<file path="config.mk">
export PLATFORM = sky130hd
export DESIGN_NAME = led_display_rx_phy
export DESIGN_NICKNAME = d
export VERILOG_FILES = /design/src/rtl/led_display_rx_pkg.sv /design/src/rtl/led_display_rx_sync.sv /design/src/rtl/led_display_rx_phy.sv
export SDC_FILE = /design/constraint.sdc
export NUM_CORES = 1
export LEC_CHECK = 0
export CELL_PAD_IN_SITES_DETAIL_PLACEMENT = 0
export CELL_PAD_IN_SITES_GLOBAL_PLACEMENT = 2
export CORE_UTILIZATION = 51
export CTS_CLUSTER_SIZE = 30
export DETAILED_ROUTE_END_ITERATION = 8
export GPL_TIMING_DRIVEN = 0
export MAX_ROUTING_LAYER = met4
export PLACE_DENSITY = 0.87
export SYNTH_ARGS = -nofsm -noshare
export SYNTH_HDL_FRONTEND = slang
export SYNTH_SLANG_ARGS = --single-unit
</file>
<file path="constraint.sdc">
create_clock -name clk_in -period 4.4 [get_ports clk_in]
set_input_delay 0.66 -clock clk_in [delete_from_list [all_inputs] [get_ports clk_in]]
set_output_delay 0.66 -clock clk_in [all_outputs]
set_load 0.01 [all_outputs]
</file>
<file path="src/rtl/led_display_rx_pkg.sv">
// Shared types and width helpers for the LED display panel receiver.
package led_display_rx_pkg;

    typedef enum logic {
        IDLE = 1'b0,
        DUMP = 1'b1
    } rx_state_t;

    typedef logic [2:0] rgb_t;

    typedef struct packed {
        rgb_t top;
        rgb_t bot;
    } pixel_pair_t;

    localparam int DEF_NUM_ROW_PIXELS = 32;
    localparam int DEF_NUM_COL_PIXELS = 64;
    localparam int DEF_SYNC_STAGES    = 2;

    // Width of a counter that must reach n inclusive.
    function automatic int cnt_width(input int n);
        return $clog2(n + 1);
    endfunction

endpackage

</file>
<file path="src/rtl/led_display_rx_sync.sv">
// Multi-stage synchronizer; with EDGE_DET the output is a registered rising-edge
// pulse, otherwise it is the synchronized data delayed to stay aligned with that pulse.
module led_display_rx_sync #(
    parameter int WIDTH    = 1,
    parameter int STAGES   = 2,
    parameter bit EDGE_DET = 1'b0
) (
    input  logic             clk_in,
    input  logic             n_reset_in,
    input  logic [WIDTH-1:0] d_in,
    output logic [WIDTH-1:0] q_out
);

    logic [WIDTH-1:0] sync_q [STAGES];
    logic [WIDTH-1:0] last_q;

    always_ff @(posedge clk_in or negedge n_reset_in) begin
        if (!n_reset_in) begin
            for (int i = 0; i < STAGES; i++) sync_q[i] <= '0;
            last_q <= '0;
        end else begin
            sync_q[0] <= d_in;
            for (int i = 1; i < STAGES; i++) sync_q[i] <= sync_q[i-1];
            last_q <= sync_q[STAGES-1];
        end
    end

    generate
        if (EDGE_DET) begin : g_edge
            logic [WIDTH-1:0] rise_q;

            always_ff @(posedge clk_in or negedge n_reset_in) begin
                if (!n_reset_in) rise_q <= '0;
                else             rise_q <= sync_q[STAGES-1] & ~last_q;
            end

            assign q_out = rise_q;
        end else begin : g_data
            assign q_out = last_q;
        end
    endgenerate

endmodule

</file>
<file path="src/rtl/led_display_rx_phy.sv">
// Panel-side receiver: oversamples the panel bus, collects one row of pixel pairs
// per latch and replays it as a per-column pixel write stream.
//
// state | meaning
// IDLE  | shifting bits in, waiting for a latch
// DUMP  | emitting the held row, one column per cycle
module led_display_rx_phy
    import led_display_rx_pkg::*;
#(
    parameter  int NUM_ROW_PIXELS = DEF_NUM_ROW_PIXELS,
    parameter  int NUM_COL_PIXELS = DEF_NUM_COL_PIXELS,
    parameter  int SYNC_STAGES    = DEF_SYNC_STAGES,
    localparam int ROW_W          = $clog2(NUM_ROW_PIXELS/2),
    localparam int COL_W          = $clog2(NUM_COL_PIXELS)
) (
    input  logic             clk_in,
    input  logic             n_reset_in,
    input  logic             bclk_in,
    input  logic             latch_in,
    input  logic [ROW_W-1:0] addr_in,
    input  logic [2:0]       rgb_top_in,
    input  logic [2:0]       rgb_bot_in,
    input  logic             clear_err_in,
    output logic             pix_valid_out,
    output logic [ROW_W-1:0] pix_row_out,
    output logic [COL_W-1:0] pix_col_out,
    output logic [2:0]       pix_rgb_top_out,
    output logic [2:0]       pix_rgb_bot_out,
    output logic             row_done_out,
    output logic             overrun_out,
    output logic             len_err_out
);

    localparam int CNT_W = cnt_width(NUM_COL_PIXELS);
    localparam int DAT_W = ROW_W + 6;

    logic             bclk_rise;
    logic             latch_rise;
    logic [DAT_W-1:0] data_s;
    logic [ROW_W-1:0] addr_s;
    pixel_pair_t      pair_s;

    led_display_rx_sync #(.WIDTH(1), .STAGES(SYNC_STAGES), .EDGE_DET(1'b1)) u_sync_bclk (
        .clk_in     (clk_in),
        .n_reset_in (n_reset_in),
        .d_in       (bclk_in),
        .q_out      (bclk_rise)
    );

    led_display_rx_sync #(.WIDTH(1), .STAGES(SYNC_STAGES), .EDGE_DET(1'b1)) u_sync_latch (
        .clk_in     (clk_in),
        .n_reset_in (n_reset_in),
        .d_in       (latch_in),
        .q_out      (latch_rise)
    );

    led_display_rx_sync #(.WIDTH(DAT_W), .STAGES(SYNC_STAGES), .EDGE_DET(1'b0)) u_sync_data (
        .clk_in     (clk_in),
        .n_reset_in (n_reset_in),
        .d_in       ({addr_in, rgb_top_in, rgb_bot_in}),
        .q_out      (data_s)
    );

    assign addr_s = data_s[DAT_W-1:6];
    assign pair_s = pixel_pair_t'(data_s[5:0]);

    rx_state_t        state_q, state_d;
    pixel_pair_t      shift_buf [NUM_COL_PIXELS];
    pixel_pair_t      hold_buf  [NUM_COL_PIXELS];
    logic [CNT_W-1:0] bit_cnt_q;
    logic             extra_q;
    logic [COL_W-1:0] col_q;
    logic [ROW_W-1:0] row_q;
    logic             overrun_q;
    logic             len_err_q;
    logic             row_ok;
    logic             good_latch;
    logic             last_col;

    assign row_ok     = (bit_cnt_q == CNT_W'(NUM_COL_PIXELS)) && !extra_q;
    assign good_latch = latch_rise && (state_q == IDLE) && row_ok;
    assign last_col   = (col_q == COL_W'(NUM_COL_PIXELS - 1));

    always_comb begin
        state_d         = state_q;
        pix_valid_out   = 1'b0;
        pix_row_out     = '0;
        pix_col_out     = '0;
        pix_rgb_top_out = '0;
        pix_rgb_bot_out = '0;
        row_done_out    = 1'b0;
        case (state_q)
            IDLE: begin
                if (good_latch) state_d = DUMP;
            end
            DUMP: begin
                pix_valid_out   = 1'b1;
                pix_row_out     = row_q;
                pix_col_out     = col_q;
                pix_rgb_top_out = hold_buf[col_q].top;
                pix_rgb_bot_out = hold_buf[col_q].bot;
                row_done_out    = last_col;
                if (last_col) state_d = IDLE;
            end
            default: state_d = IDLE;
        endcase
    end

    assign overrun_out = overrun_q;
    assign len_err_out = len_err_q;

    always_ff @(posedge clk_in or negedge n_reset_in) begin
        if (!n_reset_in) begin
            state_q <= IDLE;
            col_q   <= '0;
        end else begin
            state_q <= state_d;
            col_q   <= (state_q == DUMP && !last_col) ? col_q + COL_W'(1) : '0;
        end
    end

    // A bclk rise coinciding with a latch belongs to the row that starts at that latch.
    always_ff @(posedge clk_in or negedge n_reset_in) begin
        if (!n_reset_in) begin
            for (int i = 0; i < NUM_COL_PIXELS; i++) shift_buf[i] <= '0;
            bit_cnt_q <= '0;
            extra_q   <= 1'b0;
        end else if (latch_rise) begin
            extra_q   <= 1'b0;
            bit_cnt_q <= bclk_rise ? CNT_W'(1) : '0;
            if (bclk_rise) shift_buf[0] <= pair_s;
        end else if (bclk_rise) begin
            if (bit_cnt_q < CNT_W'(NUM_COL_PIXELS)) begin
                shift_buf[bit_cnt_q[COL_W-1:0]] <= pair_s;
                bit_cnt_q <= bit_cnt_q + CNT_W'(1);
            end else begin
                extra_q <= 1'b1;
            end
        end
    end

    always_ff @(posedge clk_in or negedge n_reset_in) begin
        if (!n_reset_in) begin
            for (int i = 0; i < NUM_COL_PIXELS; i++) hold_buf[i] <= '0;
            row_q <= '0;
        end else if (good_latch) begin
            hold_buf <= shift_buf;
            row_q    <= addr_s;
        end
    end

    // Error events take priority over a simultaneous clear.
    always_ff @(posedge clk_in or negedge n_reset_in) begin
        if (!n_reset_in) begin
            overrun_q <= 1'b0;
            len_err_q <= 1'b0;
        end else begin
            if (latch_rise && state_q == DUMP) overrun_q <= 1'b1;
            else if (clear_err_in)             overrun_q <= 1'b0;
            if (latch_rise && state_q == IDLE && !row_ok) len_err_q <= 1'b1;
            else if (clear_err_in)                        len_err_q <= 1'b0;
        end
    end

endmodule

</file>
# After elaboration in Yosys (flattened, before gate mapping)
# Index checks and enable logic that the tools add are counted.
[totals]
ff_bits = 827
wordCells = 339
[op_classes]
add_sub_neg = 2
order_cmp = 4
eq_ne = 3
mux = 30
bitwise_logic = 8
n_reduce_logical = 18
[ops]
columns = ["operator", "count"]
rows = [
  ["$mux 384", 2],
  ["$bwmux 384", 1],
  ["$mux 6", 7],
  ["$bmux 6 s6", 1],
  ["$demux 6 s6", 1],
  ["$mux 7", 3],
  ["$ge 7x7->1 const B", 2],
  ["$not 6->7", 2],
  ["$mux 1", 11],
  ["$reduce_bool 2->1", 4],
  ["$add 7x1->7 const B", 1],
  ["$eq 7x7->1 const B", 1],
  ["$logic_and 1x1->1", 7],
  ["$lt 7x1->1 const B", 1],
  ["$lt 7x7->1 const B", 1],
  ["$add 6x1->6 const B", 1],
  ["$eq 6x6->1 const B", 1],
  ["$mux 3", 2],
  ["$reduce_and 2->1", 3],
  ["$mux 4", 1],
  ["$not 1->1", 4],
  ["$logic_not 1->1", 3],
  ["$reduce_and 3->1", 1],
  ["$and 1x1->1", 2],
  ["other kinds (2)", 2],
]

# Longest topological paths before layout
[logic_depth]
depth_word = 9
mapped_depth = 9
mapped_depth_nobuf = 5

# Hierarchy
# A second synthesis with hierarchy kept.
[unflattened]
hier_cells = 2097
area_unflattened_um2 = 34983.6
[modules_own_cells]
columns = ["module", "instances", "cells_each", "area_each_um2", "seq_area_each_um2"]
rows = [
  ["led_display_rx_phy", 1, 2057, 34005.1, 19743.9],
  ["led_display_rx_sync at u_sync_data", 1, 30, 750.7, 750.7],
  ["led_display_rx_sync at u_sync_bclk ...", 2, 5, 113.9, 100.1],
]

# Worst setup path after synthesis
# OpenSTA, ideal clock, no wires.
[synth_timing]
path_kind = "reg-to-output"
startpoint = "reg col_q[0]"
endpoint = "out pix_rgb_bot_out[1]"
arrival_ns = 1.974
required_time_ns = 3.740
slack_ns = 1.766
stages_incl_launch_ff = 10
path_buffers = 5
cell_sequence = "dfrtp_1 -> buf_2 -> buf_4 -> buf_2 -> buf_2 -> buf_2 -> mux2i_1 -> a21oi_1 -> a21oi_1 -> nand4_1"
[synth_between]
elab_chain_len = 5
[synth_lines]
columns = ["item", "line", "source"]
rows = [
  ["from (decl)", "led_display_rx_phy.sv:72", "logic [COL_W-1:0] col_q;"],
  ["from (signal assigned)", "led_display_rx_phy.sv:118", "col_q <= (state_q == DUMP && !last_col) ? col_q + COL_W'(1) : '0;"],
  ["$not 6->7 (not written as such)", "led_display_rx_phy.sv:101", "pix_rgb_bot_out = hold_buf[col_q].bot;"],
  ["$bmux 6 s6", "led_display_rx_phy.sv:101", ""],
  ["$mux 6 (not written as such) (2 in series)", "led_display_rx_phy.sv:101", ""],
  ["$mux 3", "led_display_rx_phy.sv:92", "case (state_q)"],
  ["to (decl)", "led_display_rx_phy.sv:28", "output logic [2:0] pix_rgb_bot_out,"],
]
# No other way between the ends. The select of a mux whose other input is x is not followed.

# Final worst setup path
[layout_timing]
startpoint = "reg col_q[1]"
endpoint = "out pix_rgb_bot_out[2]"
# The elaborated chain is that of the path after synthesis.

==> summary.txt <==
Layout
  – Layout area overhead: 15.0%
  – Nets: 2401
  – Fraction of layout cells with a size suffix above 1: 44.1%
  – Fill count: 5205
  – Final instance area: 0.0405 mm^2
  – Final cell count without fillers: 3342

Critical path
  – Worst Setup Start Kind: flip-flop
  – R2R setup slack: 1.45 ns
  – Worst stage delay on the critical path: 0.60 ns
  – Max FO, Critical Path: 10
  – Cell at the slowest stage of the critical path: a2111oi_1
  – Worst reg2reg path startpoint: bit_cnt_q[1]
  – RR Endpoint: hold_buf[269]
  – Crit path capture type: output pin
  – Critical path class: reg -> out
  – Most frequent CP cell: clkbuf_2
  – Worst EP required: 3.74 ns
  – Arr. time, crit path: 3.72 ns
  – CP Cell Sequence: clkbuf_2 -> clkbuf_2 -> nand2b_1 -> a211oi_1 -> a2111oi_1 -> a21oi_2 -> nand4_1 -> clkdlybuf4s50_1
  – R2r worst-path depth: 9

Hold path
  – Worst-case hold path end point: u_sync_data.sync_q[1]
  – Hold path cells: 0
  – Hold Path Class: reg -> reg
  – Hold_sp: u_sync_data.sync_q[11]

STA
  – Worst Skew: 0.0186 ns
  – Setup violators final: 0
  – Fmax: 229 MHz
  – Worst hold slack: 0.344 ns
  – Max Slew Vio Count: 0
  – RSZ-0062 raised after global routing: false
  – Tmin final: 4.38 ns
  – Final setup TNS: 0 ns
  – Max-slew headroom: 18.2%
  – Least-Margin Pin Slew: 1.23 ns
  – Fin crit share: 99.5%
  – Hold Fails Final Rpt: 0

Synth
  – Ys Warns: 0
  – Largest family of logic cells by synthesized area: multiplexers
  – Post-synth ARST share: 100%
  – Seq/Total Area, Yosys: 58.7%
  – Mapped Nets: 2264
  – Ys flop type: dfrtp_1
  – Synth Instances: 2246
  – EDFF count, synth: 0
  – Synth Register Bits: 827
  – Mapped Area: 0.0352 mm^2
  – XOR/XNOR Fraction of Synth Area: 0.199%
  – Mux contribution to synthesized area: 33.1%
  – Syn Area/Cell: 15.7 um^2
  – Library cells used by synthesis: 42
  – Post-Synth Adder-Cell Area: 0.106%
  – Simple-gate portion of the synthesized area: 3.67%
  – Synth Area in Compound Gates: 1.86%

Power
  – VDD IR max: 0.335 mV
  – Lkg Pwr: 20.4 nW
  – PwrDens: 402 mW/mm^2

Detailed routing
  – First-pass iteration count of the detailed router: 5
  – Vias: 19200
  – DR iter-0 viols: 1378
  – Detail Route Antenna Nets: 0
  – DR WL/cell: 25.7 um
  – Via density: 5.76
  – Drt drc: 0
  – Routed WL: 86.0 mm

Outcome
  – Status: complete, no violations

Die
  – Row count: 96
  – Die W: 265 um
  – Initial Util: 51.5%
  – Die Height: 265 um
  – Core area: 0.0685 mm^2
  – Top-Level Pins: 35
  – Die area: 0.0702 mm^2

Global routing
  – First-pass GRT wire length: 132 mm
  – Initial antenna violation count: 4
  – Gr usage total: 25.9%
  – Vias in the first global route: 20700
  – Pin count of the biggest net entering global routing: 131
  – Gr ovfl total: 0

Placed design
  – HPWL Detailed: 58.7 mm
  – Gpl congestion: 0.871
  – Placed cell count: 3175
  – Placed standard-cell area: 0.0370 mm^2
  – Port Buf Inserts: 34

Clock tree
  – Post-CTS Setup Bufs: 0
  – Clk slew on worst S/H paths: 0.06 ns
  – Clk sink count: 827
  – Cell at the root of the clock tree: clkbuf_16
  – CTS tree: built
  – Total CTS buffers: 87
  – Clock Latency Late Sink: 0.63 ns
  – H-tree depth: 3
  – Longest Clk Path Bufs: 3

Run
  – Max_cap viols: 0
metal layers:
layer / share of wire [%] / GRT usage, % / vias up
li1: - / - / 8354
met1: 46 / 35.8 / 10400
met2: 48 / 40.7 / 392
met4: 2.4 / 6.95 / 0
met5: 0 / - / -
met3: 3.8 / 3.44 / 132
synth_stat cells, types with 7 or more instances:
master     number  area, um^2
nor4_1          7        43.8
nand3_1        45         225
a211oi_1       18         135
nor2_1         34         128
a21oi_1        29         145
nand2_1        77         289
a22oi_1        12        90.1
mux4_2         36         811
and3_1         10        62.6
nor2b_1        35         219
and2_1         13        81.3
mux2_2        472        5320
nand4_1        14        87.6
mux2i_1       102        1020
clkbuf_1       75         282
mux2_4        300        4500
buf_2          27         135
dfrtp_1       827       20700
a2111oi_0      12         105
buf_6          33         372
buf_1           7        26.3
a22o_1         12         105
worst max-delay path: cells and delay by family, from the launching register on:
family          cells  cell delay (ns)
compound gates      3             0.83
buf+inv             3             1.16
flops               1             0.42
simple gates        2             0.67
flip-flops by register name (all words and copies together), names as in the netlist:
register and flops:
state_q 1, u_sync_latch.q_out 1, row_q 4, u_sync_data.q_out 10
shift_buf 384, u_sync_data.sync_q 20, overrun_out 1, hold_buf 384
extra_q 1, u_sync_bclk.q_out 1, len_err_out 1, u_sync_latch.sync_q 2
u_sync_bclk.last_q 1, u_sync_bclk.sync_q 2, col_q 6, u_sync_latch.last_q 1
bit_cnt_q 7
cell type report:
type / instances / area [um^2] / area share (%)
buffer: 143 / 948 / 2.34
tap: 882 / 1100 / 2.72
antenna: 5 / 12.5 / 0.0309
clock inverter: 37 / 561 / 1.38
multi-input combinational: 1270 / 14000 / 34.5
inverter: 5 / 18.8 / 0.0463
sequential: 827 / 20700 / 51.1
timing repair buffer: 49 / 631 / 1.56
clock buffer: 124 / 2580 / 6.36
repair_timing:
| item | CTS | global route |
|---|---|---|
| endpoints found under the hold margin | 47 | 0 |
| gates resized for setup | 74 | 38 |
| pin swaps | 0 | 2 |
| hold buffers | 1 | 0 |
| setup endpoints to repair | 7 | 6 |
cells by family after synthesis:
family / count (synthesis)
mux: 910
fa+ha+maj: 3
simple gates: 257
xor+xnor: 8
buf+inv: 149
flops: 827
compound gates: 92
through the flow:
| step | worst slack (ns) | power, mW | utilization [%] |
|---|---|---|---|
| after CTS | -0.0196 | 16.4 | 59.0 |
| after detailed placement | -0.473 | 8.47 | 54.0 |
| after global placement | -32.65 | 8.45 | 53.6 |
| after floorplan | 1.77 | 8.14 | - |
| after global routing | 0.00276 | 16.8 | 59.2 |
| final | 0.0239 | 16.3 | 59.2 |
layout by cell type, fill, tap and decap left out, drive strengths merged, types with 2 or more instances in the layout:
master | netlist | layout
a22oi | 12 | 12
and3 | 10 | 10
ha | 3 | 3
buf | 69 | 85
mux2 | 772 | 772
nand2 | 77 | 77
nand3b | 2 | 2
nand2b | 4 | 4
xnor2 | 2 | 2
nor4 | 7 | 7
nand4 | 14 | 14
diode | 0 | 5
xor2 | 6 | 6
a22o | 12 | 12
dfrtp | 827 | 827
nor3 | 5 | 5
clkinv | 0 | 19
and2 | 15 | 15
and3b | 3 | 3
a211oi | 18 | 18
mux2i | 102 | 102
clkbuf | 75 | 197
nor2b | 35 | 35
nand3 | 45 | 45
mux4 | 36 | 36
a2111oi | 12 | 12
a21oi | 29 | 29
nor2 | 34 | 34
a221oi | 6 | 6
clkdlybuf4s50 | 0 | 32
bufinv | 0 | 14
inv | 5 | 8
power by group:
part / switching [mW] / internal, mW / leakage (nW)
Sequential: 0.0783 / 7.76 / 11.4
Clock: 3.05 / 4.91 / 1.56
Combinational: 0.328 / 0.160 / 7.38
Total: 3.46 / 12.8 / 20.4
worst max path at each step:
stage | start | slack (ns) | cells past startpoint | to
2_1_floorplan | col_q[0] | 1.77 | 9 | pix_rgb_bot_out[1]
3_3_place_gp | n_reset_in | -32.65 | 1 | shift_buf[344]
3_5_place_dp | col_q[2] | -0.47 | 8 | pix_rgb_bot_out[0]
4_1_cts | col_q[2] | -0.02 | 8 | pix_rgb_bot_out[0]
5_1_grt | col_q[1] | 0.003 | 8 | pix_rgb_top_out[0]
6_report | col_q[1] | 0.02 | 8 | pix_rgb_bot_out[2]
(Power assumes the default switching activity.)
